==> config.mk <==
export PLATFORM = sky130hd
export DESIGN_NAME = xcore_bpu_upd_sched
export DESIGN_NICKNAME = d
export VERILOG_FILES = /design/src/rtl/xcore_bpu_upd_sched.sv
export SDC_FILE = /design/constraint.sdc
export NUM_CORES = 1
export LEC_CHECK = 0
export BUFFER_PORTS_ARGS = -buffer_cell sky130_fd_sc_hd__buf_4
export CAP_MARGIN = 40
export CORE_ASPECT_RATIO = 0.8
export CORE_MARGIN = 5
export CORE_UTILIZATION = 50
export CTS_CLUSTER_SIZE = 24
export DETAILED_ROUTE_END_ITERATION = 7
export GPL_TIMING_DRIVEN = 0
export PLACE_DENSITY_LB_ADDON = 0.3
export SLEW_MARGIN = 30
export SYNTH_ARGS = -nofsm -noshare
export SYNTH_HDL_FRONTEND = slang
export SYNTH_SLANG_ARGS = --single-unit
==> constraint.sdc <==
create_clock -name i_sys_clk -period 3.1 [get_ports i_sys_clk]
set_clock_uncertainty 0.05 [all_clocks]
set_input_delay 0 -clock i_sys_clk [delete_from_list [all_inputs] [get_ports i_sys_clk]]
set_output_delay 0 -clock i_sys_clk [all_outputs]
set_load 0.01 [all_outputs]
==> src/rtl/xcore_bpu_upd_sched.sv <==
// BIM write-port scheduler: power-on sweep, then commit-first arbitration of two queued requesters.
// Push at edge N, write visible after edge N+1; each requester is backpressured by its own queue-full ready.
module xcore_bpu_upd_sched #(
   parameter int              IDXW       = 10,
   parameter int              DW         = 2,
   parameter logic [DW-1:0]   INIT_VAL   = 2'b01,
   parameter int              FQ_DEPTH   = 4,
   parameter int              CQ_DEPTH   = 4,
   parameter int              STARVE_MAX = 3
) (
   input  logic            i_sys_clk,
   input  logic            i_sys_rst,
   input  logic            i_flush,
   input  logic            i_fe_req,
   input  logic [IDXW-1:0] i_fe_idx,
   input  logic [DW-1:0]   i_fe_data,
   output logic            o_fe_rdy,
   input  logic            i_cmt_req,
   input  logic [IDXW-1:0] i_cmt_idx,
   input  logic [DW-1:0]   i_cmt_data,
   output logic            o_cmt_rdy,
   output logic            o_wr_en,
   output logic [IDXW-1:0] o_wr_idx,
   output logic [DW-1:0]   o_wr_data,
   output logic [1:0]      o_wr_src,
   output logic            o_init_done
);

   localparam int FPW = $clog2(FQ_DEPTH);
   localparam int FCW = FPW + 1;
   localparam int CPW = $clog2(CQ_DEPTH);
   localparam int CCW = CPW + 1;
   localparam int SCW = $clog2(STARVE_MAX + 1);
   localparam int SWW = IDXW + 1;
   localparam int EW  = IDXW + DW;

   typedef enum logic {ST_INIT = 1'b0, ST_RUN = 1'b1} state_t;

   state_t          state, state_nxt;
   logic [SWW-1:0]  sweep_cnt, sweep_nxt;
   logic [EW-1:0]   fe_mem  [FQ_DEPTH];
   logic [EW-1:0]   cmt_mem [CQ_DEPTH];
   logic [FPW-1:0]  fe_rptr, fe_wptr;
   logic [FCW-1:0]  fe_cnt;
   logic [CPW-1:0]  cmt_rptr, cmt_wptr;
   logic [CCW-1:0]  cmt_cnt;
   logic [SCW-1:0]  starve_cnt;
   logic            fe_ne, cmt_ne, starved, run;
   logic            gnt_fe, gnt_cmt, fe_push, cmt_push;
   logic [EW-1:0]   fe_head, cmt_head;
   logic            wr_en_nxt, done_nxt;
   logic [IDXW-1:0] wr_idx_nxt;
   logic [DW-1:0]   wr_data_nxt;
   logic [1:0]      wr_src_nxt;

   assign run       = (state == ST_RUN);
   assign o_fe_rdy  = run && (fe_cnt < FCW'(FQ_DEPTH));
   assign o_cmt_rdy = run && (cmt_cnt < CCW'(CQ_DEPTH));
   assign fe_ne     = (fe_cnt != '0);
   assign cmt_ne    = (cmt_cnt != '0);
   assign starved   = (starve_cnt == SCW'(STARVE_MAX));
   // A flushing frontend is never granted, so commit takes the slot even when starved.
   assign gnt_fe    = run && fe_ne && !i_flush && (!cmt_ne || starved);
   assign gnt_cmt   = run && cmt_ne && !gnt_fe;
   assign fe_push   = i_fe_req && o_fe_rdy && !i_flush;
   assign cmt_push  = i_cmt_req && o_cmt_rdy;
   assign fe_head   = fe_mem[fe_rptr];
   assign cmt_head  = cmt_mem[cmt_rptr];

   always_comb begin
      state_nxt   = state;
      sweep_nxt   = sweep_cnt;
      wr_en_nxt   = 1'b0;
      wr_idx_nxt  = o_wr_idx;
      wr_data_nxt = o_wr_data;
      wr_src_nxt  = o_wr_src;
      done_nxt    = o_init_done;
      case (state)
         ST_INIT: begin
            // The extra counter bit marks the sweep as finished one cycle after the last write.
            if (!sweep_cnt[IDXW]) begin
               wr_en_nxt   = 1'b1;
               wr_idx_nxt  = sweep_cnt[IDXW-1:0];
               wr_data_nxt = INIT_VAL;
               wr_src_nxt  = 2'b00;
               sweep_nxt   = sweep_cnt + SWW'(1);
            end else begin
               state_nxt = ST_RUN;
               done_nxt  = 1'b1;
            end
         end
         ST_RUN: begin
            if (gnt_cmt) begin
               wr_en_nxt   = 1'b1;
               wr_idx_nxt  = cmt_head[EW-1:DW];
               wr_data_nxt = cmt_head[DW-1:0];
               wr_src_nxt  = 2'b10;
            end else if (gnt_fe) begin
               wr_en_nxt   = 1'b1;
               wr_idx_nxt  = fe_head[EW-1:DW];
               wr_data_nxt = fe_head[DW-1:0];
               wr_src_nxt  = 2'b01;
            end
         end
         default: state_nxt = ST_INIT;
      endcase
   end

   always_ff @(posedge i_sys_clk) begin
      if (fe_push)  fe_mem[fe_wptr]   <= {i_fe_idx, i_fe_data};
      if (cmt_push) cmt_mem[cmt_wptr] <= {i_cmt_idx, i_cmt_data};
   end

   always_ff @(posedge i_sys_clk) begin
      if (!i_sys_rst) begin
         state       <= ST_INIT;
         sweep_cnt   <= '0;
         o_wr_en     <= 1'b0;
         o_wr_idx    <= '0;
         o_wr_data   <= '0;
         o_wr_src    <= 2'b00;
         o_init_done <= 1'b0;
         fe_rptr     <= '0;
         fe_wptr     <= '0;
         fe_cnt      <= '0;
         cmt_rptr    <= '0;
         cmt_wptr    <= '0;
         cmt_cnt     <= '0;
         starve_cnt  <= '0;
      end else begin
         state       <= state_nxt;
         sweep_cnt   <= sweep_nxt;
         o_wr_en     <= wr_en_nxt;
         o_wr_idx    <= wr_idx_nxt;
         o_wr_data   <= wr_data_nxt;
         o_wr_src    <= wr_src_nxt;
         o_init_done <= done_nxt;

         if (i_flush) begin
            fe_rptr <= '0;
            fe_wptr <= '0;
            fe_cnt  <= '0;
         end else begin
            if (fe_push) fe_wptr <= fe_wptr + FPW'(1);
            if (gnt_fe)  fe_rptr <= fe_rptr + FPW'(1);
            if (fe_push && !gnt_fe)      fe_cnt <= fe_cnt + FCW'(1);
            else if (!fe_push && gnt_fe) fe_cnt <= fe_cnt - FCW'(1);
         end

         if (cmt_push) cmt_wptr <= cmt_wptr + CPW'(1);
         if (gnt_cmt)  cmt_rptr <= cmt_rptr + CPW'(1);
         if (cmt_push && !gnt_cmt)      cmt_cnt <= cmt_cnt + CCW'(1);
         else if (!cmt_push && gnt_cmt) cmt_cnt <= cmt_cnt - CCW'(1);

         if (i_flush || !fe_ne || gnt_fe)
            starve_cnt <= '0;
         else if (gnt_cmt && !starved)
            starve_cnt <= starve_cnt + SCW'(1);
      end
   end

endmodule

# Word-level counts from Yosys, hierarchy flattened
# Memory sizes are Yosys's and may differ from the RTL's. A register that Yosys moved wholly into a read port is not among the register bits.
# Cells that the tools add are included.
totals:
  regBits: 44
  ramBits: 96
  inputBits: 29
  output_inout_bits: 18
  wordCells: 101
  n_memories: 2
memory_table:
  columns: ["memory", "depth", "word_bits", "read_ports", "rd_ports_with_merged_regs", "write_ports", "line_no", "source"]
  rows:
  - ["cmt_mem", 4, 12, 1, 1, 1, "42", "logic [EW-1:0] cmt_mem [CQ_DEPTH];"]
  - ["fe_mem", 4, 12, 1, 1, 1, "41", "logic [EW-1:0] fe_mem [FQ_DEPTH];"]
classes:
  add_sub_neg: 10
  magnitude_cmp: 2
  n_eq_ne: 3
  n_mux: 31
  bitwise_logic: 3
  reduce_logical: 35
op_table:
  columns: ["cell", "count"]
  rows:
  - ["$mux 10", 3]
  - ["$mux 2", 10]
  - ["$pmux 10 s2", 1]
  - ["$logic_and 1x1->1", 15]
  - ["$mux 3", 4]
  - ["$add 11x1->11 const B", 1]
  - ["$mux 11", 1]
  - ["$add 2x1->2 const B", 5]
  - ["$mux 1", 9]
  - ["$logic_not 1->1", 8]
  - ["$pmux 2 s2", 2]
  - ["$add 3x1->3 const B", 2]
  - ["$lt 3x3->1 const B", 2]
  - ["$reduce_and 2->1", 3]
  - ["$reduce_bool 3->1", 2]
  - ["$sub 3x1->3 const B", 2]
  - ["$reduce_bool 2->1", 2]
  - ["$reduce_or 2->1", 2]
  - ["$logic_or 1x1->1", 3]
  - ["$ne 3x1->1 const B", 1]
  - ["$not 1->1", 3]
  - ["$eq 2x2->1 const B", 1]
  - ["$ne 2x2->1 const B", 1]
  - ["$pmux 1 s2", 1]

# Logic depth before layout (Yosys ltp)
# Gate-level depths: netlist of run 1.
depth:
  word_depth: 9
  mapped_depth: 10

# Worst setup path after synthesis of run 1
# OpenSTA, ideal clock, no wires.
synth_path:
  kind: "flip-flop to flip-flop"
  start: "reg fe_cnt[0]"
  end: "reg fe_cnt[2]"
  arrival_ps: 2246
  setup_slack_ps: 734
  path_stages_with_launch: 11
  synth_period_minus_slack_ps: 2366
  cell_sequence: "dfxtp_1 or3_1 buf_6 o211ai_2 buf_4 ha_1 inv_1 fa_1 xor2_1 or3_1 a21oi_1"
synth_between:
  elab_chain_cells: 7
  word_cells_on_any_way: 17
  cone_classes: "add/sub (2); order compare (1); mux (2); reduce/logical (12)"
synth_rtl:
  columns: ["element", "line_no", "source"]
  rows:
  - ["start, declared", "44", "logic [FCW-1:0] fe_cnt;"]
  - ["start signal, assigned", "146", "if (fe_push && !gnt_fe) fe_cnt <= fe_cnt + FCW'(1);"]
  - ["start signal, assigned", "147", "else if (!fe_push && gnt_fe) fe_cnt <= fe_cnt - FCW'(1);"]
  - ["$lt 3x3->1 / $reduce_bool 3->1 (equally long branches)", "57, 59", null]
  - ["$logic_and 1x1->1 (on tied branches)", "57, 63", null]
  - ["$logic_and 1x1->1 (on tied branches) (2 in series)", "65, 63", null]
  - ["$logic_not 1->1 (on tied branches)", "147, 146", null]
  - ["$logic_and 1x1->1 (on tied branches)", "147, 146", null]
  - ["$reduce_bool 2->1 (no line) / $mux 3 (equally long branches)", null, null]
# Several ways; a longest one is shown, not always the timed one. The select of a mux whose other input is x is not followed.
# A chain may end at the register's enable or synchronous reset.

# Worst setup path after layout of run 1
layout_path:
  start: "reg cmt_cnt[0]"
  end: "reg cmt_cnt[2]"
layout_between:
  elab_chain_cells: 9
  word_cells_on_any_way: 19
  cone_classes: "add/sub (2); order compare (1); mux (2); reduce/logical (14)"
layout_rtl:
  columns: ["element", "line_no", "source"]
  rows:
  - ["start, declared", "46", "logic [CCW-1:0] cmt_cnt;"]
  - ["start signal, assigned", "152", "if (cmt_push && !gnt_cmt) cmt_cnt <= cmt_cnt + CCW'(1);"]
  - ["start signal, assigned", "153", "else if (!cmt_push && gnt_cmt) cmt_cnt <= cmt_cnt - CCW'(1);"]
  - ["branches (longest 9 deep; another with $lt 3x3->1)", null, null]
# Several ways; the timed one is not identified. The select of a mux whose other input is x is not followed.

==> metrics, run 1 <==
Overflow after GRT 0; Max-cap violations 0; CP required 3.39 ns; Async S/R FF share, synth 0; initial antenna violation count 0; Seq/Total Area, Yosys 0.671; min-delay src i_flush; antenna cells 0; number of synthesized flops with an enable pin 96; clk sink count 144; Vias 3324; H-tree level count 4; FF+latch count, synth 144; Root Buffer clkbuf_16; clk slew on worst S/H paths 0.06 ns; Reg-to-Reg Start cmt_cnt[0]; Die Y-Extent 106 um; max layer used met4; postcts setup bufs 0; Layout Nets 514; top achievable clock speed 383 MHz; dominant synthesized flop cell edfxtp_1; post-route setup TNS 0 ns; global-route wire length before repair 18.3 mm; router iterations before antenna repair 4; share of layout cells above drive strength 1 0.231; count leader, synth edfxtp_1; Netlist Area Pre-Place 0.00573 mm^2; VDD IR max 379 uV; Final Max Slew Viols 0; Die Wd 130 um; Worst Tran Pin Value 0.688 ns; gr usage total 0.180; worst path arrival time 2.90 ns; Core Rows 35; largest net degree at the start of global routing 17; Crit Reg-Reg Endpoint cmt_cnt[2]; Avg Synthesized Cell Area 15.0 um^2; Mapped Cells 381; FF-to-FF setup slack 0.49 ns; TritonCTS clock tree built; crit end category flip-flop; number of global-route vias before repair 3450; overall power 4.23 mW; drt first-iter violations 260; final hold vios 0; clock latency on the worst-skew pair 0.41 ns; synth top area cells edfxtp_1, dfxtp_1, mux4_2; Yosys cell types 45; M1 WL 5.08 mm; leakage 2.46 nW; Final ANT Viol Nets 0; Max-slew headroom 0.541; DR WL/cell 18.0 um; DR WL met3 576 um; initial cell density of the core 0.503; Num CTS Buffers 17; Net Count, Synth 424; # port buffers 45; P per Cell Area 593 mW/mm^2; leading area contributor after synthesis edfxtp_1; I/O pin cnt 47; Synth top area share 0.503; wirelength, routed 11.4 mm; Final setup violation count 0; # DRC 0; Hold Path Depth 4; status finished clean; Tmin final 2.61 ns; met2 wire len 5.55 mm; DR vias/cell 5.26; Setup crit start kind flip-flop; final worst path period share 0.842; Area Overhead vs Synth 24.3%; Syn. warnings 0; crit path max fanout 10; worst hold path class input pin to flip-flop; R2R depth 9; WS Path Type flip-flop to flip-flop; dpl hpwl 7.67 mm; clk buf depth 2; RSZ-0062 raised after global routing false; synth cell count leaders edfxtp_1, dfxtp_1, nor2_1; DIE AREA 0.0137 mm^2; WHS Endpoint fe_wptr[1]; CORE AREA 0.0114 mm^2; GPL Wtd Cong 0.887
-- state kept, by name, summed over array words and instances, names as in the netlist, named ones only --
register and count:
starve_cnt 2, o_wr_src 2, o_wr_data 2, fe_rptr 2, fe_cnt 3, fe_wptr 2, cmt_mem 48, run 1
o_init_done 1, cmt_wptr 2, fe_mem 48, cmt_rptr 2, cmt_cnt 3, o_wr_idx 10, sweep_cnt 11, o_wr_en 1
-- cell families after synthesis --
group / share of synthesized area
AO/OA/AOI/OAI: 0.0596
XOR/XNOR: 0.0245
AND/OR/NAND/NOR: 0.0939
flip-flops: 0.671
multiplexers: 0.0978
adder cells (fa/ha/maj): 0.0332
buffers and inverters: 0.0203
-- critical path, stage by stage, from the launching register on --
cell	delay, ns
dfxtp_1	0.38
o31ai_1	0.56
a31oi_4	0.16
inv_2	0.16
ha_1	0.19
inv_1	0.06
fa_1	0.38
xor2_1	0.16
or3_1	0.30
a21oi_1	0.14
-- cell usage in the layout (no fill, tap or decap), types with 4 or more instances in the layout --
master	count
clkbuf_1	6
and2_1	10
mux4_2	24
clkinvlp_4	4
o21ai_0	12
ha_1	12
a21oi_1	24
buf_4	46
nand2b_1	12
nor2_1	30
nand3_1	11
a31oi_1	9
inv_1	8
xnor2_1	7
nor3b_1	5
nand2_1	15
xor2_1	9
edfxtp_1	96
clkbuf_16	17
dfxtp_1	48
dlygate4sd3_1	26
or3_1	5
-- timing repair --
item	4_1_cts	5_1_grt
endpoints found under the hold margin	104	0
gates resized for setup	0	0
hold buffers	26	0
-- worst max-delay path by stage --
stage / from / end / slack (ns) / depth (start not counted)
after floorplan: fe_cnt[0] / fe_cnt[2] / 0.73 / 10
after global placement: cmt_cnt[0] / cmt_cnt[2] / 0.54 / 9
after detailed placement: cmt_cnt[0] / cmt_cnt[2] / 0.50 / 9
after CTS: cmt_cnt[0] / cmt_cnt[2] / 0.46 / 9
after global routing: cmt_cnt[0] / cmt_cnt[2] / 0.27 / 9
final: cmt_cnt[0] / cmt_cnt[2] / 0.49 / 9
-- power breakdown --
part           internal, mW  switching, mW  total [mW]  leakage [nW]
registers              2.05        0.00696        2.06          1.25
logic                0.0577         0.0436       0.101         0.924
clock network          1.32          0.746        2.07         0.286
-- metal layers --
metal	up-vias	track usage
met1	1625	0.243
met4	0	0.0660
li1	1615	-
met5	-	0
met3	9	0.0522
met2	75	0.278
-- area by class of cell --
| class | instances | area (um^2) |
|---|---|---|
| inverter | 11 | 41.3 |
| clock inverter | 11 | 138 |
| timing repair buffer | 71 | 598 |
| tap | 148 | 185 |
| sequential | 144 | 3840 |
| clock buffer | 21 | 470 |
| multi-input combinational | 212 | 1770 |
| fill | 826 | 4260 |
| buffer | 14 | 75.1 |
-- metrics by stage --
stage | utilization | instance area [um^2] | instances | hold WS, ns | setup WS (ns)
after detailed placement | 0.549 | 6250 | 574 | 0.153 | 0.500
after floorplan | - | 5730 | 381 | 0.0489 | 0.734
after global routing | 0.625 | 7120 | 632 | 0.185 | 0.272
after CTS | 0.625 | 7120 | 632 | 0.139 | 0.464
final | 0.625 | 7120 | 632 | 0.150 | 0.489
after global placement | 0.549 | 6250 | 574 | 0.149 | 0.542
No activity file was read; power rests on OpenSTA's default activity.
==> inputs of run 2 (changes only) <==
--- a/config.mk
+++ b/config.mk
@@ -5,6 +5,7 @@
 export SDC_FILE = /design/constraint.sdc
 export NUM_CORES = 1
 export LEC_CHECK = 0
+export ABC_AREA = 1
 export BUFFER_PORTS_ARGS = -buffer_cell sky130_fd_sc_hd__buf_4
 export CAP_MARGIN = 40
 export CORE_ASPECT_RATIO = 0.8
==> constraint.sdc (replaced) <==
create_clock -name i_sys_clk -period 2.2 [get_ports i_sys_clk]
set_clock_uncertainty 0.05 [all_clocks]
set_input_delay 0 -clock i_sys_clk [delete_from_list [all_inputs] [get_ports i_sys_clk]]
set_output_delay 0 -clock i_sys_clk [all_outputs]
set_load 0.01 [all_outputs]
==> run 2 against run 1 <==
Sequential power up 41%; area after synthesis up 5.8%; non-clock buffer count up 19; wire length up 20%; utilization up 1.3 points; critical path depth up 3; count of clock-buffer cells in the layout down 4; first-iteration DRC count up 57%; cell count up 36%.
==> metrics, run 2 <==
# port buffers 46; P per Cell Area 779 mW/mm^2; global-route wire length before repair 22.0 mm; final worst slack 0.0927 ns; number of synthesized flops with an enable pin 96; Final ANT Viol Nets 0; Tmin final 2.11 ns; DIE AREA 0.0144 mm^2; Largest regs cmt_mem (48), fe_mem (48), sweep_cnt (11); Final Max Slew Viols 0; Syn. warnings 0; worst path arrival time 2.35 ns; Setup crit start kind flip-flop; Avg Synthesized Cell Area 10.2 um^2; wirelength, routed 13.6 mm; Overflow after GRT 0; Die Y-Extent 108 um; Layout Nets 741; router iterations before antenna repair 5; Mapped Cells 595; Netlist Area Pre-Place 0.00606 mm^2; final hold vios 0; Place WS -0.173 ns; min-delay src i_fe_idx[4]; Reg-to-Reg Start run; dominant synthesized flop cell edfxtp_1; Sw Pwr 1.21 mW; FF-to-FF setup slack 0.09 ns; CP required 2.44 ns; Seq/Total Area, Yosys 0.634; Clock Power Share 0.489; Async S/R FF share, synth 0; Synth top area share 0.475; most common cell after layout, fill and taps aside edfxtp_1; Vias 4498; switch share 0.203; Max-cap violations 0; VDD IR max 544 uV; CORE AREA 0.0120 mm^2; final worst path period share 0.958; register share of total power 0.485; DR WL/cell 15.8 um; Net Count, Synth 638; GPL Wtd Cong 0.855; gr usage total 0.195; worst hold path class input pin to flip-flop; synth cell count leaders nor2_1, edfxtp_1, nand2_1, o21ai_0, inv_1; share of layout cells above drive strength 1 0.207; area of placed instances 0.00662 mm^2; WS Path Type flip-flop to flip-flop; largest net degree at the start of global routing 17; crit path max fanout 9; drt first-iter violations 408; Root Buffer clkbuf_16; Pint 4.77 mW; Worst Setup SP run; initial antenna violation count 0; clock latency on the worst-skew pair 0.41 ns; # fillers 910; dpl hpwl 9.07 mm; leakage 2.98 nW; I/O pin cnt 47; count leader, synth nor2_1; Max-slew headroom 0.485; clk buf depth 2; RSZ-0062 raised after global routing true; Die Wd 133 um; leading area contributor after synthesis edfxtp_1; top achievable clock speed 475 MHz; crit end category flip-flop; clk sink count 144; Worst Tran Pin Value 0.772 ns; TritonCTS clock tree built; Util after Layout 0.638; clk slew on worst S/H paths 0.06 ns; combinational power share 0.027; Num CTS Buffers 17; Yosys cell types 35; initial cell density of the core 0.504; H-tree level count 4; DR vias/cell 5.22; # DRC 0; FF+latch count, synth 144; post-route cell area 0.00768 mm^2; number of global-route vias before repair 4341; most frequent cells in the layout edfxtp_1, nor2_1, o21ai_0; Final setup violation count 0; Core Rows 36; status finished clean; synth top area cells edfxtp_1, dfxtp_1, nor2_1; Area Overhead vs Synth 26.6%; antenna cells 0
==> run 2: logic make-up after synthesis <==
kind of cell,Yosys count,share of synthesized area
adders and majority gates,14,0.0314
AOI/OAI and AO/OA,123,0.107
and+or+nand+nor,222,0.160
xor gates and xnor gates,5,0.00722
buffers and inverters,87,0.0600
DFF,144,0.634
==> run 2: critical path: stages, from the launching register on <==
cell,delay [ns]
dfxtp_4,0.36
buf_12,0.13
buf_4,0.16
nand2_4,0.12
inv_4,0.07
nand2_8,0.10
ha_1,0.14
inv_1,0.07
fa_2,0.35
a21oi_2,0.13
o21ai_0,0.10
o21ai_0,0.16
a21oi_1,0.06
==> run 2: repair_timing <==
action / 4_1_cts / 5_1_grt
pin swaps: 1 / 4
hold buffers: 28 / 0
setup endpoints to repair: 51 / 3
gates resized for setup: 12 / 18
setup buffers: 2 / 7
endpoints found under the hold margin: 116 / 0
==> run 2: power by group through the flow <==
| stage | Clock, mW | Sequential [mW] | Combinational, mW |
|---|---|---|---|
| 3_5_place_dp | 0 | 2.96 | 0.117 |
| 6_report | 2.93 | 2.90 | 0.159 |
| 4_1_cts | 2.95 | 2.90 | 0.158 |
| 5_1_grt | 3.08 | 2.90 | 0.176 |
| 2_1_floorplan | 0 | 2.96 | 0.0370 |
| 3_3_place_gp | 0 | 2.96 | 0.111 |
==> run 2: cell type report <==
class                   count  area [um^2]  area share
well taps                 152          190      0.0248
clock inverters            14          179      0.0233
multi-input cells         364         1940       0.253
flip-flops and latches    144         3850       0.502
plain buffers              20          121      0.0158
inverters                  67          256      0.0334
clock buffers              17          425      0.0554
repair buffers             84          704      0.0918
==> run 2: worst paths after layout <==
kind	end	cells after the start
worst max-delay path	cmt_cnt[2]	12
worst min-delay path	fe_mem[0][6]	2
worst max register to register	cmt_cnt[2]	12
worst min register to register	sweep_cnt[4]	2
==> run 2: metrics by stage <==
| stage | instances | setup TNS, ns | hold WS [ns] | total power, mW |
|---|---|---|---|---|
| CTS | 854 | 0 | 0.271 | 6.01 |
| global route | 862 | -0.0289 | 0.274 | 6.15 |
| floorplan | 595 | 0 | 0.0489 | 2.99 |
| finish | 862 | 0 | 0.282 | 5.98 |
| global placement | 793 | -27.19 | 0.148 | 3.07 |
| detailed placement | 793 | -4.07 | 0.152 | 3.08 |
==> run 2: layer usage <==
metal	GRT usage	wire [um]	up-vias
met2	0.324	6540	127
met3	0.0479	717	13
met4	0.0426	135	0
met1	0.264	6220	2142
li1	-	-	2216
met5	0	0	-
==> inputs of run 3 (changes only) <==
--- a/config.mk
+++ b/config.mk
@@ -10,11 +10,11 @@
 export CAP_MARGIN = 40
 export CORE_ASPECT_RATIO = 0.8
 export CORE_MARGIN = 5
-export CORE_UTILIZATION = 50
+export CORE_UTILIZATION = 43
 export CTS_CLUSTER_SIZE = 24
 export DETAILED_ROUTE_END_ITERATION = 7
 export GPL_TIMING_DRIVEN = 0
-export PLACE_DENSITY_LB_ADDON = 0.3
+export PLACE_DENSITY = 0.64
 export SLEW_MARGIN = 30
 export SYNTH_ARGS = -nofsm -noshare
 export SYNTH_HDL_FRONTEND = slang
==> run 3 against run 2 <==
Wire length increased by 2.6%; non-clock buffer count unchanged; critical path depth decreased by 5; design area decreased by 0.11%; critical endpoint is now fe_mem[3][10]; largest power group is now sequential cells; highest routed layer unchanged.
==> metrics, run 3 (synthesis gave the netlist of run 2 again) <==
status finished clean; VDD IR max 494 uV; Reg-to-Reg Start run; gr usage total 0.176; Vias 4474; P per Cell Area 761 mW/mm^2; Area Overhead vs Synth 26.5%; worst hold path class input pin to flip-flop; TritonCTS clock tree built; Largest regs cmt_mem (48), fe_mem (48), sweep_cnt (11); CORE AREA 0.0137 mm^2; overall power 5.83 mW; Place WS -0.0906 ns; Crit Reg-Reg Endpoint fe_mem[3][10]; final hold vios 0; Num CTS Buffers 17; WS Path Type flip-flop to flip-flop; Root Buffer clkbuf_16; initial cell density of the core 0.443; initial antenna violation count 0; Final setup violation count 0; drt first-iter violations 461; Final Max Slew Viols 0; H-tree level count 4; R2R depth 7; I/O pin cnt 47; worst path arrival time 2.08 ns; Tmin final 2.09 ns; clk buf depth 2; Overflow after GRT 0; clk sink count 144; leakage 2.98 nW; Setup crit start kind flip-flop; Max-slew headroom 0.483; most common cell after layout, fill and taps aside edfxtp_1; most frequent cells in the layout edfxtp_1, nor2_1, o21ai_0, nand2_1, inv_1; Die Y-Extent 116 um; worst hold margin 0.280 ns; largest net degree at the start of global routing 17; post-route setup TNS 0 ns; final worst slack 0.110 ns; Hold Path Depth 2; crit end category flip-flop; DR WL/cell 15.7 um; # port buffers 46; crit path max fanout 12; Worst Setup SP run; DIE AREA 0.0166 mm^2; global-route wire length before repair 22.5 mm; Util after Layout 0.560; final worst path period share 0.950; min-delay src i_cmt_idx[9]; Worst Tran Pin Value 0.774 ns; Die Wd 143 um; Final ANT Viol Nets 0; antenna cells 0; number of global-route vias before repair 4361; Core Rows 38; # DRC 0; Layout Nets 741; area of placed instances 0.00666 mm^2; Finished Layout Cells 891; CP required 2.19 ns; post-route cell area 0.00767 mm^2; share of layout cells above drive strength 1 0.210; top achievable clock speed 479 MHz; wirelength, routed 14.0 mm; WHS Endpoint cmt_mem[2][11]; clk slew on worst S/H paths 0.06 ns; router iterations before antenna repair 5; DP Cell Count 821; DR vias/cell 5.02; Max-cap violations 0; GPL Wtd Cong 0.854; clock latency on the worst-skew pair 0.41 ns; dpl hpwl 9.55 mm; FF-to-FF setup slack 0.11 ns
run 3: worst max-delay path by stage:
stage,cells after the start,end,slack [ns]
after floorplan,12,cmt_cnt[2],0.09
after global routing,12,cmt_cnt[2],-0.004
after global placement,7,fe_mem[0][10],-0.34
after CTS,12,cmt_cnt[2],0.004
after detailed placement,12,fe_cnt[2],-0.09
final,7,fe_mem[3][10],0.11
run 3: worst max-delay path: stages, from the launching register on:
cell and delay [ns]:
dfxtp_2 0.36, buf_6 0.14, inv_4 0.08, nor2_4 0.12, nand2_2 0.10, nor2_4 0.13
inv_1 0.13, nor2_2 0.62
run 3: power breakdown:
group	leakage, nW	switching, mW	total [mW]	internal [mW]
Sequential	1.25	0.0105	2.90	2.89
Combinational	1.44	0.0741	0.161	0.0865
Clock	0.283	1.19	2.77	1.58
run 3: cell type report:
class / count / area [um^2]
buffer: 20 / 113
tap: 180 / 225
multi-input combinational: 364 / 1940
sequential: 144 / 3850
clock inverter: 13 / 110
fill: 1179 / 6030
clock buffer: 19 / 464
inverter: 67 / 256
timing repair buffer: 84 / 703
run 3: routing by layer:
metal  global-route usage  part of all wire
met2                0.277              0.46
met5                    0                 0
met4               0.0437             0.010
met3               0.0430             0.063
met1                0.249              0.47
run 3: what timing repair did:
action                     in CTS  in global routing
buffers inserted                4                  5
setup endpoints to repair      50                 18
resized for setup               8                 21
pin swaps                       1                  4
hold endpoints to repair      117                  0
hold buffers                   29                  0
